`src/rtl/stream_demux.sv`:
```
// -----------------------------------------------------------------------------
// stream_demux
//
// Registered 1-to-N stream demultiplexer with valid/ready flow control. Each
// input beat goes to one output channel, chosen either by s_sel (mode=0) or by
// an internal round-robin pointer (mode=1). A single output register gives one
// cycle of latency and still sustains one beat per cycle. Beats addressed to a
// channel that does not exist are consumed, dropped and counted.
//
// Parameters
//   DATA_W   payload width in bits (>= 1)
//   N_CH     number of output channels (2..16)
//   SEL_W    select width, N_CH <= 2**SEL_W
//
// Ports
//   clk        sole clock, rising edge
//   rst_n      asynchronous active-low reset
//   mode       0 = explicit select, 1 = round-robin (sampled per beat)
//   s_data     input payload
//   s_sel      destination channel, used only when mode=0
//   s_valid    input beat present
//   s_ready    block can accept a beat this cycle (independent of s_valid)
//   m_data     payload shared by all channels; changes only on a load
//   m_valid    one-hot per-channel valid
//   m_ready    per-channel ready; only the bit of the held channel matters
//   err_drop   one-cycle pulse per dropped beat
//   drop_cnt   saturating count of dropped beats
// -----------------------------------------------------------------------------
module stream_demux #(
  parameter int DATA_W = 8,
  parameter int N_CH   = 4,
  parameter int SEL_W  = 2
) (
  input  logic              clk,
  input  logic              rst_n,
  input  logic              mode,
  input  logic [DATA_W-1:0] s_data,
  input  logic [SEL_W-1:0]  s_sel,
  input  logic              s_valid,
  output logic              s_ready,
  output logic [DATA_W-1:0] m_data,
  output logic [N_CH-1:0]   m_valid,
  input  logic [N_CH-1:0]   m_ready,
  output logic              err_drop,
  output logic [7:0]        drop_cnt
);

  // Channel count widened by one bit so a full-range select compares cleanly.
  localparam logic [SEL_W:0]   N_CH_EXT = (SEL_W + 1)'(N_CH);
  localparam logic [SEL_W-1:0] LAST_CH  = SEL_W'(N_CH - 1);

  logic              full;
  logic [SEL_W-1:0]  ch_q;
  logic [DATA_W-1:0] data_q;
  logic [SEL_W-1:0]  rr_ptr;

  logic [N_CH-1:0]   ch_onehot;
  logic              head_ready;
  logic              accept;
  logic [SEL_W-1:0]  dst;
  logic              dst_ok;
  logic              load;
  logic              drop;

  // ch_q is only ever loaded with a valid channel, so the shift never falls
  // off the top of the vector.
  assign ch_onehot  = N_CH'(1) << ch_q;
  assign head_ready = |(m_ready & ch_onehot);

  // Ready whenever the register is empty or its beat leaves this cycle;
  // forced low while in reset so nothing is taken during reset.
  assign s_ready = rst_n & (~full | head_ready);
  assign accept  = s_valid & s_ready;

  assign dst    = mode ? rr_ptr : s_sel;
  assign dst_ok = ({1'b0, dst} < N_CH_EXT);
  assign load   = accept & dst_ok;
  assign drop   = accept & ~dst_ok;

  always_ff @(posedge clk or negedge rst_n) begin
    if (!rst_n) begin
      full     <= 1'b0;
      ch_q     <= '0;
      data_q   <= '0;
      rr_ptr   <= '0;
      drop_cnt <= 8'd0;
      err_drop <= 1'b0;
    end else begin
      // A load wins over a consume: the new beat replaces the departing one
      // with no bubble. A dropped beat behaves like no beat for the register.
      if (load) begin
        full   <= 1'b1;
        ch_q   <= dst;
        data_q <= s_data;
      end else if (full && head_ready) begin
        full <= 1'b0;
      end

      err_drop <= drop;
      if (drop && (drop_cnt != 8'hFF)) begin
        drop_cnt <= drop_cnt + 8'd1;
      end

      // Pointer holds in explicit mode so round-robin resumes where it left off.
      if (accept && mode) begin
        rr_ptr <= (rr_ptr == LAST_CH) ? '0 : rr_ptr + 1'b1;
      end
    end
  end

  assign m_valid = full ? ch_onehot : '0;
  assign m_data  = data_q;

endmodule

```
`config.mk`:
```
export PLATFORM = sky130hd
export DESIGN_NAME = stream_demux
export DESIGN_NICKNAME = d
export VERILOG_FILES = /design/src/rtl/stream_demux.sv
export SDC_FILE = /design/constraint.sdc
export NUM_CORES = 1
export LEC_CHECK = 0
export CAP_MARGIN = 20
export CORE_ASPECT_RATIO = 0.8
export CORE_MARGIN = 2
export CORE_UTILIZATION = 29
export CTS_CLUSTER_DIAMETER = 60
export DETAILED_ROUTE_END_ITERATION = 10
export HOLD_SLACK_MARGIN = 0.08
export PLACE_DENSITY = 0.69
export SETUP_SLACK_MARGIN = 0.02
export SLEW_MARGIN = 20
export SYNTH_ARGS = -nofsm -noshare
export SYNTH_HDL_FRONTEND = slang
export SYNTH_SLANG_ARGS = --single-unit
export TNS_END_PERCENT = 100
```
`constraint.sdc`:
```
create_clock -name clk -period 3.1 [get_ports clk]
set_input_delay 0.62 -clock clk [delete_from_list [all_inputs] [get_ports clk]]
set_output_delay 0.62 -clock clk [all_outputs]
set_load 0.02 [all_outputs]
```
==> implementation parameters <==
Parameter                              Value

Finish
  Final-stage net count    between 100 and 150
  Synthesis-to-layout area growth    47.0%
  Number of fill cells in the layout    approximately 220
  Count of inserted antenna diode cells    0
  Util after Layout    between 40% and 50%
  Share of cells above drive strength 1    about a quarter
  Filler-free cell count of the finished design    113

Drt
  Average detailed-routed wire length per instance    12.5 µm
  DRT met1 WL    ~600 µm
  Met2 routed WL    around 580 µm
  Drt pass-1 iters    7
  Post-detailed-route via-to-cell ratio    around 4.6
  Post-route antenna net violation count    0
  Iteration-0 DRC Markers    8
  Total via count in the routed design    roughly 520
  Met3 routed WL    around 210 µm
  Uppermost layer routed    met4
  Count of unresolved DRC violations after routing    5
  Total length of routed wires    between 1000 and 1500 µm

Worst setup path
  Data required time at the worst endpoint    2.48 ns
  Worst Path Class, Setup    in -> out
  Critical path launch point type    primary input
  CP arrival    approximately 2.3 ns
  Type of element capturing the critical path    output port
  Largest fanout of any net on the critical path    3
  Logic depth of the worst register-to-register path    3

Logic synthesis
  Top post-synthesis cells by area    sky130_fd_sc_hd__dfrtp_1 47%, sky130_fd_sc_hd__mux2_2 23%, sky130_fd_sc_hd__buf_4 9.7%
  Unique cell type count in the Yosys netlist    17
  Commonest cells in the netlist    14 x sky130_fd_sc_hd__mux2_2, 13 x sky130_fd_sc_hd__dfrtp_1, 9 x sky130_fd_sc_hd__buf_4
  Yosys warns    0
  Register area share after synthesis    a little under half
  Number of enable flip-flop cells after synthesis    0
  Most instantiated library cell after synthesis    sky130_fd_sc_hd__mux2_2
  Primary flip-flop cell chosen by synthesis mapping    sky130_fd_sc_hd__dfrtp_1
  Dominant cell type by area after synthesis    sky130_fd_sc_hd__dfrtp_1
  Mean instance size in the synthesized netlist    approximately 13 µm²
  Post-Syn Instances    between 50 and 60
  Fraction of registers with async set/reset    100%
  Total of flip-flops plus latches after synthesis    13
  Combined area of all synthesized cells    697 µm²
  Post-synth top area share    around 47%

Timing
  Setup repair after global routing missed its margin    no
  Number of pins exceeding their max-slew limit in the final report    0
  Tcrit/Tclk final    93.0%
  Final critical path time including I/O delays and setup    roughly 2.9 ns
  Finish-stage setup viols    0
  Worst Tran Pin Value    between 0.5 and 0.6 ns
  Setup clock skew after layout    0.00259 ns
  Final Hold Viols    0
  FMAX    between 300 and 400 MHz
  Relative slew slack    a little over three fifths
  TNS Setup    0 ns

Clock tree
  Number of clock buffers inserted by TritonCTS    3
  Sinks on the clock net    13
  # resized after CTS    0
  Clock tree from TritonCTS    done
  Clock insertion delay at the later pin of the skew report    0.27 ns
  H-Tree Level Count    1
  Clock root buffer master    sky130_fd_sc_hd__clkbuf_4
  Hold Buf Count CTS    0
  Clock transition time at the flip-flop clock pins of the worst setup and hold paths    0.07 ns
  Buffer count from post-CTS setup fixing    0
  Max Root-Sink Buffers    2

GRT
  Antenna violations before repair    0
  Pin count of the biggest net entering global routing    16
  Global-route congestion overflow total    0
  Number of global-route vias before repair    around 530
  Wire length of the first global-routing pass    between 2000 and 2500 µm
  GRT Util Overall    between 10% and 20%

Run status
  Violated checks    DRC
  Status    finished, violations left

Min path
  Worst hold path cell count    1
  Type of the most critical hold path    reg -> reg

Placement
  HPWL reported at the end of detailed placement    1140 µm
  Placed cells    about 110
  Count of input and output buffers    30
  Weighted congestion at the end of routability-driven global placement    just over 0.6

Floorplan
  Die extent in y    roughly 48 µm
  Standard cell core area    around 2200 µm²
  Die boundary width    58.8 µm
  Number of cell rows    15
  Starting density of the core    a little under a third
  Die outline area    between 2000 and 3000 µm²
  IO Count    40

Power
  Max rail drop VDD    0.000454 V
  Cell Pwr Density    about 800 nW/µm²
  Leakage power figure    roughly 0.44 nW
  Post-layout total power    0.816 mW

Job
  Maxcap violations    0
[registers in the layout, indices dropped and copies added (netlist names)]
register,flops
ch_q,2
full,1
m_data,8
rr_ptr,2
[worst max-delay path, stage by stage]
cell and delay, ns:
sky130_fd_sc_hd__clkdlybuf4s50_1 0.40, sky130_fd_sc_hd__mux2i_1 0.36, sky130_fd_sc_hd__a22oi_1 0.17, sky130_fd_sc_hd__and2_1 0.19, sky130_fd_sc_hd__clkdlybuf4s50_1 0.53
[per-stage QoR]
step                worst slack [ns]  cell area [µm²]  hold WS, ns
floorplan                       1.17              727        0.324
global placement               0.247              998        0.489
detailed placement             0.203              998        0.500
CTS                            0.203             1020        0.523
global route                   0.104             1020        0.540
finish                         0.218             1020        0.513
[layout by cell type, fill, tap and decap left out]
| cell | netlist | final |
|---|---|---|
| sky130_fd_sc_hd__mux2i_1 | 2 | 2 |
| sky130_fd_sc_hd__nand2_1 | 2 | 2 |
| sky130_fd_sc_hd__conb_1 | 1 | 9 |
| sky130_fd_sc_hd__a221oi_4 | 1 | 1 |
| sky130_fd_sc_hd__nand3_1 | 1 | 1 |
| sky130_fd_sc_hd__a22oi_1 | 1 | 1 |
| sky130_fd_sc_hd__a221oi_1 | 1 | 1 |
| sky130_fd_sc_hd__and2_1 | 2 | 2 |
| sky130_fd_sc_hd__dfrtp_1 | 13 | 13 |
| sky130_fd_sc_hd__ha_1 | 1 | 1 |
| sky130_fd_sc_hd__and2_2 | 1 | 1 |
| sky130_fd_sc_hd__and3_2 | 1 | 1 |
| sky130_fd_sc_hd__and2b_2 | 2 | 2 |
| sky130_fd_sc_hd__nor2b_1 | 1 | 1 |
| sky130_fd_sc_hd__clkdlybuf4s50_1 | 0 | 30 |
| sky130_fd_sc_hd__clkbuf_4 | 0 | 3 |
| sky130_fd_sc_hd__mux2_2 | 14 | 14 |
| sky130_fd_sc_hd__buf_4 | 9 | 1 |
| sky130_fd_sc_hd__nor2_1 | 1 | 1 |
| sky130_fd_sc_hd__clkbuf_1 | 0 | 1 |
[where the power goes]
part	switching, mW	internal [mW]
Combinational	0.189	0.227
Sequential	0.0546	0.244
Clock	0.0517	0.0498
[metal layers]
| metal | global-route usage, % | vias to the layer above |
|---|---|---|
| met2 | 18.2 | 35 |
| met3 | 5.95 | 2 |
| met4 | 5.45 | 0 |
| li1 | - | 241 |
| met5 | 0 | - |
| met1 | 13.4 | 240 |
[worst paths after layout]
| path | slack (ns) | end | start |
|---|---|---|---|
| min in group asynchronous | 0.68 | ch_q[1] | rst_n |
| hold / removal | 0.51 | m_data[3] | m_data[3] |
| max in group asynchronous | 2.25 | m_data[6] | rst_n |
| setup reg to reg | 1.30 | ch_q[0] | ch_q[1] |
| setup / recovery | 0.22 | s_ready | m_ready[3] |
| hold reg to reg | 0.51 | m_data[3] | m_data[3] |
[final cells by class]
type / instances / area [µm²] / share of cell area [%]
clock buffer: 4 / 26.3 / 2.56
multi-input combinational: 40 / 334 / 32.6
sequential: 13 / 325 / 31.7
tap: 25 / 31.3 / 3.05
timing repair buffer: 31 / 308 / 30.0
[logic make-up after synthesis]
family                   after synthesis  share of synthesized area (%)
other                                  1                          0.538
flip-flops                            13                           46.7
AND/OR/NAND/NOR                       11                           9.70
AO/OA/AOI/OAI                          3                           6.11
buffers and inverters                  9                           9.69
multiplexers                          16                           25.5
adder cells (fa/ha/maj)                1                           1.80
No activity file was read; power rests on OpenSTA's default activity.
